`config.mk`:
```
export PLATFORM = sky130hd
export DESIGN_NAME = bcd_down_counter
export DESIGN_NICKNAME = d
export VERILOG_FILES = /design/src/rtl/bcd_down_counter.sv
export SDC_FILE = /design/constraint.sdc
export NUM_CORES = 1
export LEC_CHECK = 0
export ABC_AREA = 1
export CAP_MARGIN = 15
export CORE_UTILIZATION = 51
export DETAILED_ROUTE_END_ITERATION = 8
export HOLD_SLACK_MARGIN = 0.12
export PLACE_DENSITY_LB_ADDON = 0.15
export RECOVER_POWER = 100
export SLEW_MARGIN = 20
export SYNTH_ARGS = -nofsm -noshare
export SYNTH_HDL_FRONTEND = slang
export SYNTH_SLANG_ARGS = --single-unit
export TNS_END_PERCENT = 20
```
`constraint.sdc`:
```
create_clock -name clk -period 4.44 [get_ports clk]
set_input_delay 0.888 -clock clk [delete_from_list [all_inputs] [get_ports clk]]
set_output_delay 0.888 -clock clk [all_outputs]
set_load 0.1 [all_outputs]
```
`src/rtl/bcd_down_counter.sv`:
```
// Loadable multi-digit packed-BCD down-counter with terminal-zero detect,
// optional wrap from zero to all nines, and clamping of invalid load digits.
module bcd_down_counter #(
    parameter int unsigned DIGITS = 4,
    parameter bit          WRAP   = 1'b0
) (
    input  logic                  clk,
    input  logic                  reset,
    input  logic                  load,
    input  logic [4*DIGITS-1:0]   load_val,
    input  logic                  en,
    output logic [4*DIGITS-1:0]   count,
    output logic                  zero,
    output logic                  done,
    output logic                  wrap,
    output logic                  load_err
);

    localparam int unsigned W = 4 * DIGITS;

    logic [W-1:0] count_q, count_d;
    logic         done_q, done_d;
    logic         wrap_q, wrap_d;
    logic         load_err_q, load_err_d;

    logic [W-1:0] clamp_val;
    logic [W-1:0] dec_val;
    logic [W-1:0] nines_val;
    logic         clamp_hit;
    logic         borrow;

    // Per-digit clamp of the load value and single-cycle borrow ripple.
    always_comb begin
        clamp_val = '0;
        dec_val   = '0;
        nines_val = '0;
        clamp_hit = 1'b0;
        borrow    = 1'b1;
        for (int unsigned k = 0; k < DIGITS; k++) begin
            nines_val[4*k +: 4] = 4'd9;
            if (load_val[4*k +: 4] > 4'd9) begin
                clamp_val[4*k +: 4] = 4'd9;
                clamp_hit           = 1'b1;
            end else begin
                clamp_val[4*k +: 4] = load_val[4*k +: 4];
            end
            if (!borrow) begin
                dec_val[4*k +: 4] = count_q[4*k +: 4];
            end else if (count_q[4*k +: 4] != 4'd0) begin
                dec_val[4*k +: 4] = count_q[4*k +: 4] - 4'd1;
                borrow            = 1'b0;
            end else begin
                dec_val[4*k +: 4] = 4'd9;
            end
        end
    end

    // Next-state selection: load beats tick; pulses default low.
    always_comb begin
        count_d    = count_q;
        done_d     = 1'b0;
        wrap_d     = 1'b0;
        load_err_d = 1'b0;
        if (load) begin
            count_d    = clamp_val;
            load_err_d = clamp_hit;
        end else if (en) begin
            if (count_q != '0) begin
                count_d = dec_val;
                done_d  = (dec_val == '0);
            end else if (WRAP) begin
                count_d = nines_val;
                wrap_d  = 1'b1;
            end
        end
    end

    always_ff @(posedge clk) begin
        if (reset) begin
            count_q    <= '0;
            done_q     <= 1'b0;
            wrap_q     <= 1'b0;
            load_err_q <= 1'b0;
        end else begin
            count_q    <= count_d;
            done_q     <= done_d;
            wrap_q     <= wrap_d;
            load_err_q <= load_err_d;
        end
    end

    assign count    = count_q;
    assign zero     = (count_q == '0);
    assign done     = done_q;
    assign wrap     = wrap_q;
    assign load_err = load_err_q;

endmodule

```
==> qor.csv <==
stage;metric;value;unit
run_status;outcome;finished clean;
global_routing;grt_usage;24.97;%
critical_path;crit_required;3550;ps
die;coreArea;0.002500;sq mm
clock_network;clk_pin_slew_worst_paths;110;ps
clock_network;cts_tree;done;
routing;drc;0;
sta;max_slew_margin;34.62;%
routing;num_vias;1479;
logic_synthesis;syn_inst;229;
clock_network;htreeDepth;1;
logic_synthesis;syn_area;0.001361;sq mm
final_layout;fillers;235;
global_routing;antenna_found_initial;0;
logic_synthesis;synthArstFlopShare;0;%
final_layout;drive_above_1_share;7.925;%
logic_synthesis;ys_types;27;
worst_hold_path;hold_class;flop to flop;
logic_synthesis;synth_edf_count;0;
critical_path;worstSetupStartpoint;count[7];
die;die_x;53.67;um
sta;rsz0062_at_grt;no;
critical_path;criticalPathCategory;flop to output pin;
critical_path;worst_ep_arrival_time;2570;ps
clock_network;postCtsHoldBufs;0;
power_and_ir_drop;power_leakage;0.8493;nW
global_routing;grt_overflow;0;
routing;met1_length;1.482;mm
final_layout;register_area;360.3;sq um
sta;fmax;289.6;MHz
clock_network;numCtsBuffers;3;
clock_network;postCtsSetupBuffers;0;
die;initial_core_util;54.45;%
die;pin_count;40;
place;dp.cells;291;
die;die_area;0.002880;sq mm
clock_network;cts_root_buf;clkbuf_4;
sta;worst_pin_slew;977.5;ps
clock_network;clockBufferDepth;2;
place;postPlaceCellArea;0.001734;sq mm
place;gp_congestion;0.9025;
sta;post-route-period-util;77.78;%
logic_synthesis;syn_area_per_cell;5.945;sq um
clock_network;clkSinkCount;18;
clock_network;post_cts_resized;0;
global_routing;grt_pass1_vias;1251;
routing;first_pass_iters;4;
die;die_h;53.67;um
routing;highest_layer;met4;
routing;wire_per_inst;10.91;um
place;dp_hpwl;2.415;mm
critical_path;r2r_start;count[7];
power_and_ir_drop;powerDensity;335.1;mW/mm^2
final_layout;antenna_cells;0;
routing;drt_wl_total;3.219;mm
power_and_ir_drop;report.power.total;586.2;uW
critical_path;crit_path_start_kind;flop;
sta;finalSetupTns;0;ps
final_layout;fin_area;0.001749;sq mm
final_layout;synthToLayoutAreaGrowth;28.49;%
critical_path;reg2reg_slack;2510;ps
routing;wl_met2;1.553;mm
routing;initialDrtViolationCount;29;
sta;setup_viol;0;
critical_path;crit_path_end;zero;
logic_synthesis;synth_nets;249;
die;rows;18;
logic_synthesis;ys_seq_elements;18;
sta;skew;4.544;ps
global_routing;grt_pass1_wl;5.195;mm
sta;finalHoldViolations;0;
global_routing;grt_max_degree;19;
logic_synthesis;yosys_warnings;0;
critical_path;cp_max_fo;8;
sta;maxSlewViolCount;0;
final_layout;multi_input_area;840.8;sq um
clock_network;clk_latency;300;ps
job;maxCapViolCount;0;
critical_path;critPathCaptureType;output pin;
final_layout;nets;286;
final_layout;stdcell_count;295;
critical_path;r2r-end;count[9];
place;io_buffer_count;38;
logic_synthesis;synthFlopType;dfxtp_1;
routing;ant_nets;0;
logic_synthesis;synth.yosys.seq_area_share;26.47;%
sta;timing.hold.ws;531.0;ps
critical_path;reg2reg_depth;8;
power_and_ir_drop;vdd_drop_max;0.2469;mV
routing;wl_met3;150;um
sta;period_needed;3453;ps
routing;vias_per_cell;5.014;
-- placed cells by master (no fill, tap or decap) --
master / instances
nand4_1: 1
nor2_8: 1
nand2_4: 1
nor3_1: 2
o21a_1: 1
o21ai_0: 12
dlygate4sd3_1: 20
clkbuf_4: 3
nand2_2: 3
dfxtp_1: 18
o21ai_2: 4
a31oi_1: 1
a21oi_2: 5
nand3_4: 1
conb_1: 1
clkinv_1: 1
clkdlybuf4s50_1: 18
o21ai_1: 2
or2_2: 1
inv_1: 24
nor2_1: 46
clkbuf_8: 1
and2_1: 1
a21oi_1: 11
nand3_1: 16
nor2_4: 1
nand2_1: 69
-- critical path, cell delays in order, from the launching register on --
cell,delay (ps)
dfxtp_1,370
nor2_1,210
nand2_2,140
nor2_8,170
nand3_4,110
inv_1,60
dlygate4sd3_1,1190
-- where the power goes --
| part | leakage (nW) | internal [mW] | switching [mW] | total [mW] |
|---|---|---|---|---|
| Clock | 0.0210 | 0.0500 | 0.0547 | 0.105 |
| Sequential | 0.149 | 0.176 | 0.0181 | 0.194 |
| Combinational | 0.679 | 0.0767 | 0.211 | 0.287 |
-- cell families (layout without fill, tap and decap cells) --
kind of cell	count (synthesis)	count (layout)	synth area share, %
simple gates	143	143	47.06
compound gates	36	36	15.99
buf+inv	31	67	10.20
flops	18	18	26.47
other cells	1	1	0.2755
-- metal layers --
metal | up-vias | track usage, %
met2 | 45 | 45.27
met5 | - | 0
li1 | 796 | -
met1 | 634 | 28.79
met3 | 4 | 6.215
met4 | 0 | 6.140
-- stage by stage --
step           utilization (%)  worst slack [ps]
2_1_floorplan                -              1571
3_3_place_gp             69.37              1373
3_5_place_dp             69.37              1381
4_1_cts                  70.82              1020
5_1_grt                  69.97             863.1
6_report                 69.97             986.7
-- layout make-up --
| cell class | count | area share [%] |
|---|---|---|
| clock buffers | 4 | 2.074 |
| inverters | 25 | 5.365 |
| multi-input cells | 180 | 48.07 |
| flip-flops and latches | 18 | 20.60 |
| well taps | 30 | 2.146 |
| repair buffers | 38 | 21.75 |
-- Yosys cell counts, types with 2 or more instances --
cell / instances / area [sq um]
a21oi_1: 11 / 55.05
a21oi_2: 5 / 43.79
clkbuf_1: 3 / 11.26
dfxtp_1: 18 / 360.4
inv_1: 24 / 90.09
nand2_1: 67 / 251.5
nand2_2: 3 / 18.77
nand2_4: 3 / 33.78
nand3_1: 16 / 80.08
nor2_1: 46 / 172.7
nor3_1: 2 / 10.01
o21ai_0: 12 / 60.06
o21ai_1: 2 / 10.01
o21ai_2: 4 / 35.03
-- registers in the layout, summed over array words and instances, names as in the netlist --
register	count
count	16
done	1
load_err	1
-- how the worst min path moves through the flow --
stage / slack (ps) / end / depth (start not counted) / from
floorplan: 930 / count[4] / 2 / count[4]
global placement: 510 / count[4] / 2 / count[4]
detailed placement: 520 / count[4] / 2 / count[4]
CTS: 540 / count[4] / 2 / count[4]
global route: 540 / count[4] / 2 / count[4]
finish: 530 / count[4] / 2 / count[4]
Note: power is estimated with default switching activity, not from simulation.
